===== config.mk =====
export PLATFORM = sky130hd
export DESIGN_NAME = kairo_mtimer
export DESIGN_NICKNAME = d
export VERILOG_FILES = /design/src/rtl/kairo_mtimer.sv
export SDC_FILE = /design/constraint.sdc
export NUM_CORES = 1
export LEC_CHECK = 0
export CAP_MARGIN = 20
export CORE_MARGIN = 1.5
export CORE_UTILIZATION = 50
export CTS_CLUSTER_DIAMETER = 30
export DETAILED_ROUTE_END_ITERATION = 8
export GPL_TIMING_DRIVEN = 0
export PLACE_DENSITY = 0.77
export REMOVE_ABC_BUFFERS = 1
export SYNTH_ARGS = -nofsm -noshare
export SYNTH_HDL_FRONTEND = slang
export SYNTH_SLANG_ARGS = --single-unit

===== constraint.sdc =====
create_clock -name CLK -period 6.18 [get_ports CLK]
set_input_delay 0.927 -clock CLK [delete_from_list [all_inputs] [get_ports CLK]]
set_output_delay 0.927 -clock CLK [all_outputs]
set_load 0.03 [all_outputs]

===== src/rtl/kairo_mtimer.sv =====
// Machine timer and software-interrupt source: 64-bit mtime/mtimecmp, prescaler,
// msip, with a small register bus (registered reads, strobed byte writes).
module kairo_mtimer #(
  parameter int PRESCALE_W   = 8,
  parameter int PRESCALE_RST = 0
) (
  input  logic        CLK,
  input  logic        RST_N,
  input  logic        BUS_EN,
  input  logic        BUS_WE,
  input  logic [4:0]  BUS_ADDR,
  input  logic [31:0] BUS_WDATA,
  input  logic [3:0]  BUS_WSTRB,
  output logic [31:0] BUS_RDATA,
  output logic        BUS_RVALID,
  input  logic        DBG_HALT,
  output logic        TIMER_EXPIRED,
  output logic        SW_INTERRUPT
);

  // Bus handshake: BUS_EN is a single-cycle strobe with no back-pressure; a read
  // strobe always yields BUS_RVALID with BUS_RDATA on the following cycle.
  localparam int         PS_BYTES = (PRESCALE_W + 7) / 8;
  localparam logic [3:0] PS_STRB  = 4'((1 << PS_BYTES) - 1);

  logic [63:0]           mtime, mtime_next;
  logic [63:0]           mtimecmp;
  logic [31:0]           hi_shadow;
  logic                  msip;
  logic                  en, en_next;
  logic [PRESCALE_W-1:0] prescale, prescale_next;
  logic [PRESCALE_W-1:0] pcnt, pcnt_next;
  logic [31:0]           rd_word;

  logic [2:0] word;
  logic       wr, rd, any_strb;
  logic       wr_mtime_lo, wr_mtime_hi, wr_cmp_lo, wr_cmp_hi, wr_msip, wr_ctrl;
  logic       ps_wr, run, tick;
  logic       unused_addr;

  function automatic logic [31:0] merge_bytes(input logic [31:0] old_val,
                                              input logic [31:0] new_val,
                                              input logic [3:0]  strb);
    logic [31:0] res;
    for (int i = 0; i < 4; i++) begin
      res[i*8 +: 8] = strb[i] ? new_val[i*8 +: 8] : old_val[i*8 +: 8];
    end
    return res;
  endfunction

  assign unused_addr = ^BUS_ADDR[1:0];
  assign word        = BUS_ADDR[4:2];
  assign wr          = BUS_EN & BUS_WE;
  assign rd          = BUS_EN & ~BUS_WE;
  assign any_strb    = |BUS_WSTRB;
  assign wr_mtime_lo = wr & any_strb & (word == 3'd0);
  assign wr_mtime_hi = wr & any_strb & (word == 3'd1);
  assign wr_cmp_lo   = wr & (word == 3'd2);
  assign wr_cmp_hi   = wr & (word == 3'd3);
  assign wr_msip     = wr & (word == 3'd4) & BUS_WSTRB[0];
  assign wr_ctrl     = wr & (word == 3'd5);
  assign ps_wr       = wr_ctrl & |(BUS_WSTRB & PS_STRB);
  assign run         = en & ~DBG_HALT;
  assign tick        = run & (pcnt == prescale);

  always_comb begin
    en_next       = en;
    prescale_next = prescale;
    if (wr_ctrl) begin
      if (BUS_WSTRB[3]) en_next = BUS_WDATA[31];
      for (int b = 0; b < PRESCALE_W; b++) begin
        if (BUS_WSTRB[b/8]) prescale_next[b] = BUS_WDATA[b];
      end
    end
  end

  // A bus write to mtime beats a coincident tick; the tick is simply lost.
  always_comb begin
    mtime_next = mtime;
    if (wr_mtime_lo)      mtime_next[31:0]  = merge_bytes(mtime[31:0], BUS_WDATA, BUS_WSTRB);
    else if (wr_mtime_hi) mtime_next[63:32] = merge_bytes(mtime[63:32], BUS_WDATA, BUS_WSTRB);
    else if (tick)        mtime_next        = mtime + 64'd1;
  end

  always_comb begin
    pcnt_next = pcnt;
    if (wr_mtime_lo | wr_mtime_hi | ps_wr) pcnt_next = '0;
    else if (run)                          pcnt_next = tick ? '0 : pcnt + PRESCALE_W'(1);
  end

  always_comb begin
    rd_word = '0;
    case (word)
      3'd0: rd_word = mtime[31:0];
      3'd1: rd_word = hi_shadow;
      3'd2: rd_word = mtimecmp[31:0];
      3'd3: rd_word = mtimecmp[63:32];
      3'd4: rd_word = {31'd0, msip};
      3'd5: begin
        rd_word                 = 32'(prescale);
        rd_word[31]             = en;
      end
      default: rd_word = '0;
    endcase
  end

  always_ff @(posedge CLK or negedge RST_N) begin
    if (!RST_N) begin
      mtime         <= '0;
      mtimecmp      <= '1;
      hi_shadow     <= '0;
      msip          <= 1'b0;
      en            <= 1'b1;
      prescale      <= PRESCALE_W'(PRESCALE_RST);
      pcnt          <= '0;
      BUS_RDATA     <= '0;
      BUS_RVALID    <= 1'b0;
      TIMER_EXPIRED <= 1'b0;
      SW_INTERRUPT  <= 1'b0;
    end else begin
      mtime      <= mtime_next;
      pcnt       <= pcnt_next;
      en         <= en_next;
      prescale   <= prescale_next;
      if (wr_cmp_lo) mtimecmp[31:0]  <= merge_bytes(mtimecmp[31:0], BUS_WDATA, BUS_WSTRB);
      if (wr_cmp_hi) mtimecmp[63:32] <= merge_bytes(mtimecmp[63:32], BUS_WDATA, BUS_WSTRB);
      if (wr_msip)   msip            <= BUS_WDATA[0];
      SW_INTERRUPT  <= wr_msip & BUS_WDATA[0] & ~msip;
      TIMER_EXPIRED <= (mtime >= mtimecmp);
      BUS_RVALID    <= rd;
      if (rd) BUS_RDATA <= rd_word;
      // Reading the low word freezes the high word so a lo-then-hi pair is coherent.
      if (rd && word == 3'd0) hi_shadow <= mtime[63:32];
    end
  end

endmodule


# Yosys cells after proc, flatten, opt, wreduce, memory -nomap -nowiden
# Index checks and enable logic that the tools add are counted.
# totals
regBits	213
output_inout_bits	35
wordCells	100
# op_classes
add_sub_neg	2
n_lt_le_gt_ge	1
eq_ne	15
muxes	12
n_bitwise	21
reduce_logical	24
# ops
cell	n
32-bit case mux with 6 select lines	1
32-bit 2-to-1 mux	3
64-bit by 1-bit adder with 64-bit output, second input constant	1
64-bit >= comparator	1
64-bit 2-to-1 mux	1
8-bit 2-to-1 mux	7
3-bit AND reduction	8
2-bit AND reduction	10
2-bit inequality test, second input constant	9
1-bit bitwise AND	15
8-bit by 1-bit adder with 8-bit output, second input constant	1
8-bit equality test	1
3-bit by 2-bit equality test with 1-bit output, second input constant	2
3-bit equality test, second input constant	2
2-bit nonzero test	3
1-bit NOT	4
4-bit OR reduction	1
3-bit by 1-bit equality test with 1-bit output, second input constant	1
3-bit logical NOT	1
1-bit OR	2
1-bit logical AND	1

# Longest topological paths before layout
# logic_depth
ltp_word	6
mapped_depth	9

# Worst setup path before layout
# OpenSTA, ideal clock, no wires.
# synth_path
path_kind	input-to-reg
from	in BUS_WSTRB[3]
to	reg mtime[58]
setup_time_ps	129
arrival_time_ps	2468
t_required_ps	6051
slack_ps	3582
path_stages	9
path_buffers	3
cell_sequence	clkbuf_1 > nor4_4 > nor4_4 > nor4_4 > buf_4 > buf_4 > nor2_1 > o32ai_1 > a21oi_1
# synth_via
elab_chain_cells	5
word_cells_on_any_way	9
cone_classes	eq/ne (1); mux (1); bitwise (4); reduce/logical (3)
# synth_rtl
element	line	source
start: declaration	13	input logic [3:0] BUS_WSTRB,
4-bit OR reduction	55	assign any_strb = |BUS_WSTRB;
1-bit bitwise AND	56, 57	
1-bit bitwise AND (on tied branches)	57, 56	
2-bit inequality test (no source line), or another cell as far along	--	
3-bit AND reduction (no source line)	--	
end signal: assignment	121	mtime <= mtime_next;
end: declaration	26	logic [63:0] mtime, mtime_next;
# Several ways; a longest one is shown, not always the timed one.
# A chain may end at the register's enable or synchronous reset.

# Worst setup path in the final report
# layout_path
from	in BUS_ADDR[3]
to	reg mtime[22]
# layout_via
elab_chain_cells	4
word_cells_on_any_way	9
cone_classes	eq/ne (3); mux (1); bitwise (2); reduce/logical (3)
# layout_rtl
element	line	source
start: declaration	11	input logic [4:0] BUS_ADDR,
3-bit by 1-bit equality test with 1-bit output / 3-bit logical NOT (equally long branches)	57, 56	
1-bit bitwise AND (on tied branches)	57, 56	
2-bit inequality test (no source line) / 2-bit nonzero test (equally long branches)	--	
3-bit AND reduction (no source line)	--	
# Several ways; a longest one is shown, not always the timed one.

==> results.json <==
{
  "hp-class": "in2async",
  "relSlewSlack_pct": 27.89,
  "cts_tree": "built",
  "r2r-end": "mtime[40]",
  "ys_ff_latch": 213,
  "yosysSeqAreaShare_pct": 43.50,
  "yosysMostFrequentCell": "nand2_1",
  "fmax_ghz": 0.2404,
  "crit_end": "mtime[22]",
  "clk_pin_slew_worst_paths_ns": 0.05,
  "crit_required_ns": 6.66,
  "synth_enable_flop_cells": 0,
  "nets": 1550,
  "finalHoldViolCount": 0,
  "ctsResizeCount": 0,
  "fp.coreArea_mm2": 0.02439,
  "gr-usage-all-layers_pct": 29.25,
  "cts_buffers": 49,
  "synth_area_leaders": "dfrtp_1 30%, dfstp_2 14%, o21ai_0 7.0%",
  "synth.distinct_cells": 76,
  "grt_remaining_overflow": 0,
  "first_iter_violations": 1130,
  "crit_chain": "clkdlybuf4s50_1 -> nor3_4 -> buf_8 -> buf_16 -> nor3b_4 -> buf_8 -> a21oi_1 -> buf_4 -> o21ba_2 -> o22a_1",
  "finalWorstSetupSlack_ns": 2.020,
  "skew_ns": 0.009603,
  "final-setup-viol-count": 0,
  "p_leak_nw": 6.657,
  "fin_util_pct": 63.32,
  "p_comb_share_pct": 14.0,
  "hold_ws_ns": 0.3682,
  "min_period_over_period_pct": 67.31,
  "r2r_cells": 7,
  "syn_avg_cell_area_um2": 9.153,
  "total_power_mw": 5.315,
  "insertion_delay_ns": 0.55,
  "dieArea_mm2": 0.02583,
  "dp_worst_setup_slack_ns": 1.615,
  "async_flop_share_pct": 100.0,
  "clock-root-buffer": "clkbuf_16",
  "vias_per_cell": 6.328,
  "num_rows": 57,
  "dp_hpwl_um": 25890,
  "seqPwrFrac_pct": 33.8,
  "antenna_found_initial": 0,
  "drc": 0,
  "grt_pass1_vias": 11450,
  "synth_top_cell_area_share_pct": 29.77,
  "worstMarginPinSlew_ns": 1.080,
  "path_max_fanout": 24,
  "internal-power_mw": 3.918,
  "ios": 81,
  "synth_commonest_cells": "181 x nand2_1, 174 x o21ai_0, 148 x dfrtp_1",
  "cts_setup_buffers": 0,
  "cp.depth": 10,
  "cpPeakStageDelay_ns": 0.90,
  "first_pass_iters": 5,
  "cts.sinks": 213,
  "endpoint_kind": "flop",
  "synth_warnings": 0,
  "rsz0062_at_grt": "no",
  "grt_max_degree": 119,
  "start_util_pct": 51.00,
  "power.switching_mw": 1.398,
  "clkPwrFrac_pct": 52.2,
  "crit_buf_inv": 5,
  "ir_worst_vdd_mv": 0.2516,
  "reg2reg_from": "mtime[0]",
  "cp-startpoint": "BUS_ADDR[3]",
  "vias": 11400,
  "drive_gt1_share_pct": 16.78,
  "ys.flop_type": "dfrtp_1",
  "finalCriticalPeriod_ns": 4.160,
  "postCtsHoldBufs": 0,
  "syn_inst": 1359,
  "cp.arrival_ns": 4.64,
  "grt_pass1_wl_um": 60050,
  "drv_cap": 0,
  "htreeDepth": 2,
  "path_common_cell": "buf_8",
  "port-buffer-count": 78,
  "netSwitchingFraction_pct": 26.29,
  "report.final.slew_viol_count": 0,
  "crit_slowest_cell": "nor3b_4",
  "syn_area_mm2": 0.01244,
  "syn2layout_area_growth_pct": 24.15,
  "timing.critical_path.max_delay_family": "buffers and inverters",
  "ant_nets": 0,
  "rrSetupSlack_ns": 3.24,
  "diodes": 0,
  "synth_area_leader_cell": "dfrtp_1",
  "status": "complete, no violations",
  "fill_cells": 1975,
  "cts_buffer_depth": 3,
  "start_kind": "input pin",
  "p_per_area_mw_per_mm2": 344.2,
  "die_h_um": 160.7,
  "wl_per_cell_um": 20.83,
  "wirelength_um": 37540,
  "routabilityCongestion": 0.8948,
  "worstSetupPathType": "in2reg",
  "dieWidth_um": 160.7
}
[layout make-up]
cell class	instances	area [µm²]	share of cell area [%]
multi-input cells	1005	6470	41.89
inverters	70	262.8	1.701
clock inverters	23	362.8	2.350
clock buffers	68	1420	9.195
repair buffers	99	1111	7.194
flip-flops and latches	213	5411	35.04
well taps	324	405.4	2.625
[metrics by stage]
stage	cell area, µm²	cells	TNS, ns
floorplan	12110	1288	0
CTS	15420	1799	0
global placement	13300	1690	-920.91
finish	15440	1802	0
global route	15440	1802	0
detailed placement	13640	1708	0
[power groups by stage]
stage / Combinational, mW / Clock (mW) / Sequential (mW)
after floorplan: 0.410 / 0 / 1.81
after global placement: 0.684 / 0 / 1.80
after detailed placement: 0.730 / 0 / 1.81
after CTS: 0.742 / 2.79 / 1.79
after global routing: 0.831 / 2.87 / 1.82
final: 0.744 / 2.77 / 1.80
[worst min-delay path by stage]
stage               startpoint            end  slack, ns  cells after the start
global placement          msip   SW_INTERRUPT       0.44                      1
detailed placement        msip   SW_INTERRUPT       0.46                      1
global route              msip   SW_INTERRUPT       0.46                      1
floorplan                 msip   SW_INTERRUPT       0.42                      1
CTS                      RST_N  BUS_RDATA[19]       0.45                      1
finish                   RST_N  BUS_RDATA[19]       0.37                      1
[registers in the layout (all words and copies together) (netlist names)]
signal,flops
mtime,64
mtimecmp,64
BUS_RDATA,32
hi_shadow,32
pcnt,8
prescale,8
BUS_RVALID,1
SW_INTERRUPT,1
TIMER_EXPIRED,1
en,1
msip,1
[cell usage in the layout, fill, tap and decap left out, types with 11 or more instances in the layout]
cell	synthesis	layout
a31oi_1	18	18
clkbuf_16	0	51
ha_1	66	66
and3_1	24	24
o21ai_0	174	174
clkdlybuf4s50_1	0	77
mux2i_1	11	11
nor3_1	22	22
nor2_1	87	87
dfrtp_1	148	148
o22ai_1	11	11
dfstp_2	65	65
a221oi_1	35	35
nand2_1	181	180
o22a_1	30	30
mux2_2	43	43
nand3_1	37	37
inv_1	70	70
a21oi_1	92	92
nand4_1	22	22
[kinds of logic after synthesis]
logic type	count (synthesis)	synth area share, %
AO/OA/AOI/OAI	430	21.30
flip-flops	213	43.50
adder cells (fa/ha/maj)	66	6.638
AND/OR/NAND/NOR	444	18.17
multiplexers	55	4.959
XOR/XNOR	10	0.7041
buffers and inverters	141	4.727
[per-layer routing]
layer / vias up / GRT usage [%] / wire length, µm
li1: 5149 / - / -
met1: 5499 / 37.29 / 15060
met2: 601 / 47.19 / 17570
met3: 154 / 5.837 / 3126
met4: 0 / 15.36 / 1778
met5: - / 0 / 0
No activity file was read; power rests on OpenSTA's default activity.
